**src/rtl/config_pkg.sv**
```systemverilog
// ----------------------------------------------------------------------------
// config_pkg
//   Shared definitions for the configuration bus. It holds the loader FSM
//   state encoding, the default bitstream header magic and the field
//   positions inside config_addr. The tile address matchers decode with the
//   same field positions.
//
//   config_addr layout: {8'b0, config_id[7:0], tile_id[15:0]}
//   header word layout: {magic[15:0], write_count[15:0]}
// ----------------------------------------------------------------------------
package config_pkg;

   // Loader FSM states. The encoding is also exported on the debug port.
   typedef enum logic [2:0] {
      S_IDLE  = 3'd0,
      S_HDR   = 3'd1,
      S_ADDR  = 3'd2,
      S_DATA  = 3'd3,
      S_ISSUE = 3'd4,
      S_WAIT  = 3'd5,
      S_DONE  = 3'd6,
      S_ERR   = 3'd7
   } cfg_state_t;

   // Header magic expected in bits [31:16] of the first bitstream word.
   localparam logic [15:0] DEFAULT_MAGIC = 16'hC0F6;

   // Header field positions.
   localparam int HDR_MAGIC_MSB = 31;
   localparam int HDR_MAGIC_LSB = 16;
   localparam int HDR_COUNT_MSB = 15;
   localparam int HDR_COUNT_LSB = 0;

   // config_addr field positions, shared with the tile address matchers.
   localparam int TILE_ID_MSB   = 15;
   localparam int TILE_ID_LSB   = 0;
   localparam int CONFIG_ID_MSB = 23;
   localparam int CONFIG_ID_LSB = 16;

   // Build a config_addr word from its fields. Bits [31:24] are always zero.
   function automatic logic [31:0] make_config_addr(input logic [7:0]  config_id,
                                                    input logic [15:0] tile_id);
      logic [31:0] a;
      a = '0;
      a[CONFIG_ID_MSB:CONFIG_ID_LSB] = config_id;
      a[TILE_ID_MSB:TILE_ID_LSB]     = tile_id;
      return a;
   endfunction

   // True in the states where the loader owns the bitstream and bus.
   function automatic logic state_is_busy(input cfg_state_t s);
      return (s == S_HDR) || (s == S_ADDR) || (s == S_DATA) ||
             (s == S_ISSUE) || (s == S_WAIT);
   endfunction

   // True in the states that accept a bitstream word.
   function automatic logic state_is_receive(input cfg_state_t s);
      return (s == S_HDR) || (s == S_ADDR) || (s == S_DATA);
   endfunction

endpackage : config_pkg

```
**src/rtl/config_loader.sv**
```systemverilog
// ----------------------------------------------------------------------------
// config_loader
//   Bitstream-driven configuration master at the tile array root. A load
//   starts with a header word {MAGIC, N}. N (address, data) word pairs
//   follow. Each pair is replayed onto config_addr/config_data with a
//   one-cycle config_we strobe. After each strobe the loader waits GAP idle
//   cycles.
//
//   Handshake: a bitstream word is consumed on a rising clock edge where
//   bs_valid and bs_ready are both high. bs_ready is a registered decode of
//   the FSM state and never depends on bs_valid. A word offered while
//   bs_ready is low is not consumed, and the host must keep offering it.
//
// Parameters
//   MAGIC        required header bits [31:16]
//   GAP          idle cycles after each write strobe, 0..15
//
// Ports
//   clk          clock
//   reset        asynchronous active-low reset
//   start        one-cycle pulse that begins a load when not busy
//   bs_data      bitstream word
//   bs_valid     bs_data is valid
//   bs_ready     loader accepts bs_data this cycle
//   config_addr  {8'b0, config_id, tile_id}, held between strobes
//   config_data  write payload, held between strobes
//   config_we    one-cycle write strobe
//   busy         a load is in progress
//   done         last load completed cleanly (level)
//   error        last load aborted on a bad header (level)
//   writes_done  strobes issued in the current or last load
//   fsm_state    debug view of the FSM state
// ----------------------------------------------------------------------------
module config_loader
   import config_pkg::*;
#(
   parameter logic [15:0] MAGIC = DEFAULT_MAGIC,
   parameter int unsigned GAP   = 0
) (
   input  logic        clk,
   input  logic        reset,
   input  logic        start,
   input  logic [31:0] bs_data,
   input  logic        bs_valid,
   output logic        bs_ready,
   output logic [31:0] config_addr,
   output logic [31:0] config_data,
   output logic        config_we,
   output logic        busy,
   output logic        done,
   output logic        error,
   output logic [15:0] writes_done,
   output cfg_state_t  fsm_state
);

   // The gap counter is loaded with GAP-1 on leaving ISSUE. WAIT therefore
   // lasts exactly GAP cycles and exits when the counter reads zero.
   localparam logic [3:0] GAP_LAST = (GAP == 0) ? 4'd0 : 4'(GAP - 1);
   localparam bit         HAS_GAP  = (GAP != 0);

   cfg_state_t  state;
   cfg_state_t  next_state;

   logic        ready_q;
   logic [15:0] count_n;      // N latched from the header
   logic [15:0] writes_cnt;
   logic [3:0]  gap_cnt;
   logic        last_write;   // the WAIT in progress follows the final write
   logic [31:0] addr_q;
   logic [31:0] data_q;

   logic        hs;
   logic        header_ok;
   logic        header_empty;
   logic        final_write;
   logic        start_ok;

   assign hs           = bs_valid & ready_q;
   assign header_ok    = (bs_data[HDR_MAGIC_MSB:HDR_MAGIC_LSB] == MAGIC);
   assign header_empty = (bs_data[HDR_COUNT_MSB:HDR_COUNT_LSB] == 16'd0);
   // writes_cnt never exceeds N, so the increment cannot wrap here.
   assign final_write  = ((writes_cnt + 16'd1) == count_n);
   // start counts only in the resting states. A start during a load, or
   // during the final ISSUE, has no effect.
   assign start_ok     = start & ((state == S_IDLE) || (state == S_DONE) ||
                                  (state == S_ERR));

   // ------------------------------------------------------------------------
   // Next-state logic
   // ------------------------------------------------------------------------
   always_comb begin
      next_state = state;
      unique case (state)
         S_IDLE, S_DONE, S_ERR: begin
            if (start) next_state = S_HDR;
         end
         S_HDR: begin
            if (hs) begin
               if (!header_ok)        next_state = S_ERR;
               else if (header_empty) next_state = S_DONE;
               else                   next_state = S_ADDR;
            end
         end
         S_ADDR: begin
            if (hs) next_state = S_DATA;
         end
         S_DATA: begin
            if (hs) next_state = S_ISSUE;
         end
         S_ISSUE: begin
            if (final_write) next_state = HAS_GAP ? S_WAIT : S_DONE;
            else             next_state = HAS_GAP ? S_WAIT : S_ADDR;
         end
         S_WAIT: begin
            if (gap_cnt == 4'd0) next_state = last_write ? S_DONE : S_ADDR;
         end
         default: next_state = S_IDLE;
      endcase
   end

   // ------------------------------------------------------------------------
   // State register. bs_ready is registered from the next state, so it is
   // high exactly while the FSM sits in a receive state.
   // ------------------------------------------------------------------------
   always_ff @(posedge clk or negedge reset) begin
      if (!reset) begin
         state   <= S_IDLE;
         ready_q <= 1'b0;
      end else begin
         state   <= next_state;
         ready_q <= state_is_receive(next_state);
      end
   end

   // ------------------------------------------------------------------------
   // Count, gap counter and bus registers
   // ------------------------------------------------------------------------
   always_ff @(posedge clk or negedge reset) begin
      if (!reset) begin
         count_n    <= 16'd0;
         writes_cnt <= 16'd0;
         gap_cnt    <= 4'd0;
         last_write <= 1'b0;
         addr_q     <= 32'd0;
         data_q     <= 32'd0;
      end else begin
         if (start_ok) begin
            writes_cnt <= 16'd0;
            last_write <= 1'b0;
         end

         if ((state == S_HDR) && hs && header_ok) begin
            count_n <= bs_data[HDR_COUNT_MSB:HDR_COUNT_LSB];
         end

         if ((state == S_ADDR) && hs) begin
            addr_q <= bs_data;
         end

         if ((state == S_DATA) && hs) begin
            data_q <= bs_data;
         end

         if (state == S_ISSUE) begin
            writes_cnt <= writes_cnt + 16'd1;
            last_write <= final_write;
            gap_cnt    <= GAP_LAST;
         end else if ((state == S_WAIT) && (gap_cnt != 4'd0)) begin
            gap_cnt <= gap_cnt - 4'd1;
         end
      end
   end

   // ------------------------------------------------------------------------
   // Outputs: all are decodes of registered state, so reset clears them at
   // once and a strobe in flight is dropped.
   // ------------------------------------------------------------------------
   assign bs_ready    = ready_q;
   assign config_addr = addr_q;
   assign config_data = data_q;
   assign config_we   = (state == S_ISSUE);
   assign busy        = state_is_busy(state);
   assign done        = (state == S_DONE);
   assign error       = (state == S_ERR);
   assign writes_done = writes_cnt;
   assign fsm_state   = state;

endmodule : config_loader

```
**config.mk**
```make
export PLATFORM = sky130hd
export DESIGN_NAME = config_loader
export DESIGN_NICKNAME = d
export VERILOG_FILES = /design/src/rtl/config_pkg.sv /design/src/rtl/config_loader.sv
export SDC_FILE = /design/constraint.sdc
export NUM_CORES = 1
export LEC_CHECK = 0
export CORE_ASPECT_RATIO = 0.7
export CORE_MARGIN = 5
export CORE_UTILIZATION = 36
export CTS_CLUSTER_DIAMETER = 100
export DETAILED_ROUTE_END_ITERATION = 8
export PLACE_DENSITY = 0.7
export SLEW_MARGIN = 20
export SYNTH_ARGS = -nofsm -noshare
export SYNTH_HDL_FRONTEND = slang
export SYNTH_SLANG_ARGS = --single-unit
```
**constraint.sdc**
```tcl
create_clock -name clk -period 2.3 [get_ports clk]
set_input_delay 0.23 -clock clk [delete_from_list [all_inputs] [get_ports clk]]
set_output_delay 0.23 -clock clk [all_outputs]
set_load 0.05 [all_outputs]
```
==> results of run 1 <==
## path summary, 6_finish.rpt
path | start | to | slack [ns] | cells past startpoint
worst max-delay path | gap_cnt[0] | bs_ready | 0.11 | 8
worst min-delay path | reset | config_addr[21] | 0.45 | 2
worst max register to register | gap_cnt[0] | bs_ready | 0.11 | 8
worst min register to register | last_write | last_write | 0.48 | 2
max in group asynchronous | reset | writes_done[7] | 1.19 | 3
min in group clk | last_write | last_write | 0.48 | 2
## worst reg2reg max path: stages (launching register included)
cell	delay, ns
dfrtp_1	0.41
inv_1	0.07
ha_1	0.16
or3b_2	0.47
nor2b_1	0.21
a21oi_1	0.15
nor2b_1	0.08
o32a_1	0.29
a311oi_1	0.26
## cell families (layout without fill, tap and decap cells)
| logic type | count (synthesis) | count (layout) | share of synthesized area [%] |
|---|---|---|---|
| AND/OR/NAND/NOR | 115 | 115 | 13.39 |
| flip-flops | 105 | 105 | 53.14 |
| XOR/XNOR | 23 | 23 | 4.074 |
| multiplexers | 82 | 82 | 18.67 |
| adder cells (fa/ha/maj) | 2 | 2 | 0.5060 |
| AO/OA/AOI/OAI | 60 | 60 | 7.389 |
| buffers and inverters | 31 | 180 | 2.834 |
## through the flow
stage | TNS (ns) | instances | setup slack, ns | util [%]
2_1_floorplan | -0.1738 | 418 | -0.1738 | -
3_3_place_gp | -0.3342 | 735 | -0.02350 | 49.73
3_5_place_dp | -1.883 | 735 | -0.1278 | 49.73
4_1_cts | 0 | 752 | 0.01967 | 52.08
5_1_grt | 0 | 752 | 0.006222 | 52.27
6_report | 0 | 752 | 0.1075 | 52.27
## synthesized netlist by cell type (all sizes together) (3+ instances only)
master / number
a21oi: 6
nand3: 12
dfrtp: 105
o21ai: 31
and4: 4
nor3: 10
nor4b: 3
and3: 7
buf: 11
nand2: 19
nor2b: 3
nor2: 28
o41ai: 3
nand4: 7
clkbuf: 12
or3: 4
inv: 8
a31oi: 6
xnor2: 18
nor4: 12
xor2: 5
mux2: 82
## state kept, by name, indices dropped and copies added, names as in the netlist
signal,flops
count_n,16
config_addr,32
config_data,32
last_write,1
writes_done,16
gap_cnt,4
fsm_state,3
bs_ready,1
## metal layers
layer / share of wire [%] / vias to the layer above
met1: 47 / 1971
met4: 1.3 / 0
met2: 45 / 137
met3: 7.2 / 17
li1: - / 1812
met5: 0 / -
## where the power goes
| group | internal (mW) | total [mW] | switching (mW) |
|---|---|---|---|
| logic | 1.79 | 5.00 | 3.21 |
| clock network | 0.862 | 1.57 | 0.707 |
| registers | 2.46 | 2.78 | 0.324 |
| total | 5.11 | 9.35 | 4.24 |
## timing repair
item                       in CTS  in global routing
hold buffers                    1                  0
setup endpoints to repair       0                  1
resized for setup               0                  4
hold endpoints to repair       44                  0
## cell type report
type                       count  area share (%)
clock inverter                 6           1.061
sequential                   105           37.92
inverter                       8          0.4315
timing repair buffer         156           22.04
multi-input combinational    282           31.93
tap                          185           3.326
clock buffer                  10           3.290
==> results_dict.tcl, run 1 <==
set metrics [dict create \
    dr_total_vias 3937 \
    rows 35 \
    htreeDepth 3 \
    remaining_drc_errors 0 \
    finalClockSkew_ns 0.009815 \
    die-area_mm2 0.01622 \
    global_route.usage.met3_pct 5.111 \
    cp_data_arrival_time_ns 2.44 \
    overflow 0 \
    dr.pass1.iters 4 \
    cp-end-kind "register" \
    worst_path_most_repeated_cell "nor2b_1" \
    synth_enable_flop_cells 0 \
    initial_antenna_violation_count 0 \
    overall_power_consumption_mw 9.351 \
    global_route_wire_length_before_repair_mm 21.81 \
    slew_violations 0 \
    final_design_area_no_fill_mm2 0.006959 \
    drtIter0Drc 269 \
    synthDominantCellAreaShare_pct 53.14 \
    worst_hold_slack_ns 0.4497 \
    worst_pin_slew_ns 0.6011 \
    die_h_um 108.1 \
    irDropWorstVdd_uv 1317 \
    crit_path_start_kind "register" \
    nets 600 \
    groute.usage.overall_pct 17.00 \
    worst_setup_hold_path_clk_slew_ns 0.07 \
    cap_viol_max_count 0 \
    cp_slowest_stage_delay_ns 0.47 \
    synthFlopType "dfrtp_1" \
    clkLatencyLatePin_ns 0.35 \
    yosysWarningCount 0 \
    multiInputGateArea_mm2 0.002222 \
    tritoncts "yes" \
    fraction_of_registers_with_async_set_reset_pct 100.0 \
    power_per_cell_area_mw_per_mm2 1344 \
    critical_path.n_buffers_inverters 1 \
    syn-num-nets 456 \
    globalRoute.busiestLayer "met2" \
    synth.area.top_cells "dfrtp_1, mux2_2, xnor2_1, o21ai_0, nor2_1" \
    netlist_area_mm2 0.004945 \
    routedWlPerCell_um 17.64 \
    cts_inserted_buffers 9 \
    hold_wc_path_type "in2async" \
    drt.antenna.violating_nets 0 \
    run_status "complete, no violations" \
    grt_util_met2_pct 25.73 \
    power.leakage_nw 2.944 \
    place.port_buffers 123 \
    setup_viol 0 \
    finalHoldViolCount 0 \
    maxClockFrequency_mhz 456.1 \
    io_pins 124 \
    worstPathCellList "inv_1, ha_1, or3b_2, nor2b_1, a21oi_1, nor2b_1, o32a_1, a311oi_1" \
    cts.sinks 105 \
    grt_pass1_vias 4007 \
    synth_cells 418 \
    initial_cell_density_of_the_core_pct 37.14 \
    syn2layout_area_growth_pct 40.74 \
    top_library_cells_by_usage_in_the_layout_fill_and_taps_aside "clkdlybuf4s50_1, dfrtp_1, mux2_2, o21ai_0, buf_4" \
    sequential_cell_area_mm2 0.002639 \
    fillCellCount 1162 \
    rsz_0062_raised_after_global_routing "false" \
    worst-setup-path-type "reg2reg" \
    place.gp.congestion 0.9458 \
    postSynthRegisterBits 105 \
    pin_count_of_the_biggest_net_entering_global_routing 48 \
    avgSynthCellArea_um2 11.83 \
    worst_path_dominant_cell_family "simple AND/OR/NAND/NOR gates" \
    layout.cells.most_common "clkdlybuf4s50_1" \
    synth_seq_area_share_pct 53.14 \
    core_mm2 0.01331 \
    minimum_clock_period_ns 2.192 \
    place_hpwl_mm 9.918 \
    post-cts-setup-buffers 0 \
    place_area_mm2 0.006620 \
    floorplan.die.width_um 150.1 \
    synth_cell_type_count 49 \
    viasPerCell 5.235 \
    timing.slew.headroom_pct 59.93 \
    required_ns 2.55 \
    diodes 0 \
    cts_buffer_depth 2 \
    drt-total-wl_mm 13.27 \
    worst_path_max_delay_cell "or3b_2" \
    gr-usage-met1_pct 23.87 \
    drive_gt1_share_pct 28.04 \
    clock_tree.root_cell "clkbuf_16" \
    worst-path-max-fanout 4 \
    synth_top_cell_by_area "dfrtp_1" \
    final_min_period_over_clock_period_pct 95.33 \
]
Power figures use the tool's default switching activity.
==> run 2: changes to the inputs <==
CORE_ASPECT_RATIO = 1.5   (was 0.7)
DONT_BUFFER_PORTS = 1   (was unset)
PLACE_DENSITY = 0.58   (was 0.7)
==> results_dict.tcl, run 2 (same netlist as run 1, synthesis figures left out) <==
set metrics [dict create \
    run_status "finished, violations left" \
    failed_checks "hold timing" \
    finalHoldViolCount 105 \
    drtIter0Drc 123 \
    power_per_cell_area_mw_per_mm2 1415 \
    io_pins 124 \
    final_min_period_over_clock_period_pct 94.97 \
    post-cts-setup-buffers 0 \
    syn2layout_area_growth_pct 16.17 \
    rsz_0062_raised_after_global_routing "false" \
    cap_viol_max_count 0 \
    place_hpwl_mm 9.264 \
    timing.slew.headroom_pct 60.38 \
    remaining_drc_errors 0 \
    cp_data_arrival_time_ns 2.39 \
    place.port_buffers 0 \
    post_cts_resize_count 0 \
    cts_inserted_buffers 9 \
    cts.sinks 105 \
    grt_pass1_vias 3680 \
    dr.pass1.iters 6 \
    pin_count_of_the_biggest_net_entering_global_routing 106 \
    drive_gt1_share_pct 35.98 \
    clkLatencyLatePin_ns 0.34 \
    global_route_wire_length_before_repair_mm 20.37 \
    required_ns 2.51 \
    die_h_um 153.5 \
    overall_power_consumption_mw 8.128 \
    drt-total-wl_mm 12.38 \
    power.leakage_nw 2.498 \
    reg2reg_depth 8 \
    hold_wc_path_type "in2async" \
    place.gp.congestion 0.8748 \
    slew_violations 0 \
    dr_total_vias 3414 \
    viasPerCell 5.551 \
    worst_setup_hold_path_clk_slew_ns 0.07 \
    tritoncts "yes" \
    floorplan.die.width_um 105.7 \
    initial_antenna_violation_count 0 \
    initial_cell_density_of_the_core_pct 36.71 \
    clock_tree.root_cell "clkbuf_16" \
    irDropWorstVdd_uv 864.3 \
    routedWlPerCell_um 20.13 \
    worst_hold_slack_ns -0.4158 \
    layout.cells.most_common "dfrtp_1" \
    rows 52 \
    top_library_cells_by_usage_in_the_layout_fill_and_taps_aside "dfrtp_1, mux2_2, buf_4, o21ai_0, nor2_1" \
    finalCoreUtilization_pct 42.65 \
    finalClockSkew_ns 0.007055 \
    nets 486 \
    diodes 0 \
    cts-hold-fix-buffers 1 \
    overflow 0 \
    minimum_clock_period_ns 2.184 \
    core_mm2 0.01347 \
    cts_buffer_depth 2 \
    crit_path_start_kind "register" \
    htreeDepth 3 \
    worst-path-max-fanout 4 \
    cp-end-kind "register" \
    worst_pin_slew_ns 0.5943 \
    maxClockFrequency_mhz 457.8 \
    die-area_mm2 0.01623 \
    worst-setup-path-type "reg2reg" \
    setup_viol 0 \
    drt.antenna.violating_nets 0 \
    groute.usage.overall_pct 15.64 \
]
## run 2: cell types whose count changed in the layout (fill, tap and decap cells not counted), sizes merged
cell           before  now
bufinv              1    2
clkdlybuf4s50     119    0
clkbuf             10    9
clkinv              1    2
buf                36   41
clkinvlp            1    0
## run 2: power by group
group | internal, mW | switching, mW
sequential | 2.42 | 2.48
combinational | 0.736 | 0.814
clock | 0.977 | 0.702
## run 2: final cells by class
class                   count  area [um^2]
inverters                   8        30.03
clock buffers               9        225.2
flip-flops and latches    105         2639
repair buffers             42        342.8
well taps                 162        202.7
clock inverters             7        108.9
fillers                  1228         7724
multi-input cells         282         2196
## run 2: path summary, 6_finish.rpt
kind	endpoint	slack (ns)	startpoint
setup / recovery	bs_ready	0.12	gap_cnt[0]
hold / removal	count_n[5]	-0.42	reset
setup reg to reg	bs_ready	0.12	gap_cnt[0]
hold reg to reg	last_write	0.52	last_write
max in group asynchronous	writes_done[10]	2.55	reset
min in group clk	count_n[4]	0.04	bs_data[4]
## run 2: critical path: stages (launching register included)
cell and delay (ns):
dfrtp_1 0.41, inv_1 0.07, ha_1 0.16, or3b_2 0.47, nor2b_1 0.19, a21o_1 0.17
a221oi_1 0.35, o32a_1 0.21, a311oi_1 0.05
## run 2: through the flow
stage	area [um^2]	setup WS [ns]	setup TNS, ns	hold WS (ns)	std cells
6_report	5744	0.1157	0	-0.4158	615
5_1_grt	5744	0.0001041	0	-0.4453	615
4_1_cts	5744	0.1473	0	-0.4349	615
3_5_place_dp	5400	0.1559	0	-0.06223	598
3_3_place_gp	5400	0.2552	0	-0.06211	598
2_1_floorplan	4966	-0.1738	-0.1738	-0.06559	418
## run 2: routing by layer
metal,global-route usage [%],vias to the layer above,share of wire [%]
li1,-,1570,-
met4,4.074,0,1.1
met2,28.41,88,54
met3,5.914,13,7.8
met1,17.00,1743,37
met5,0,-,0
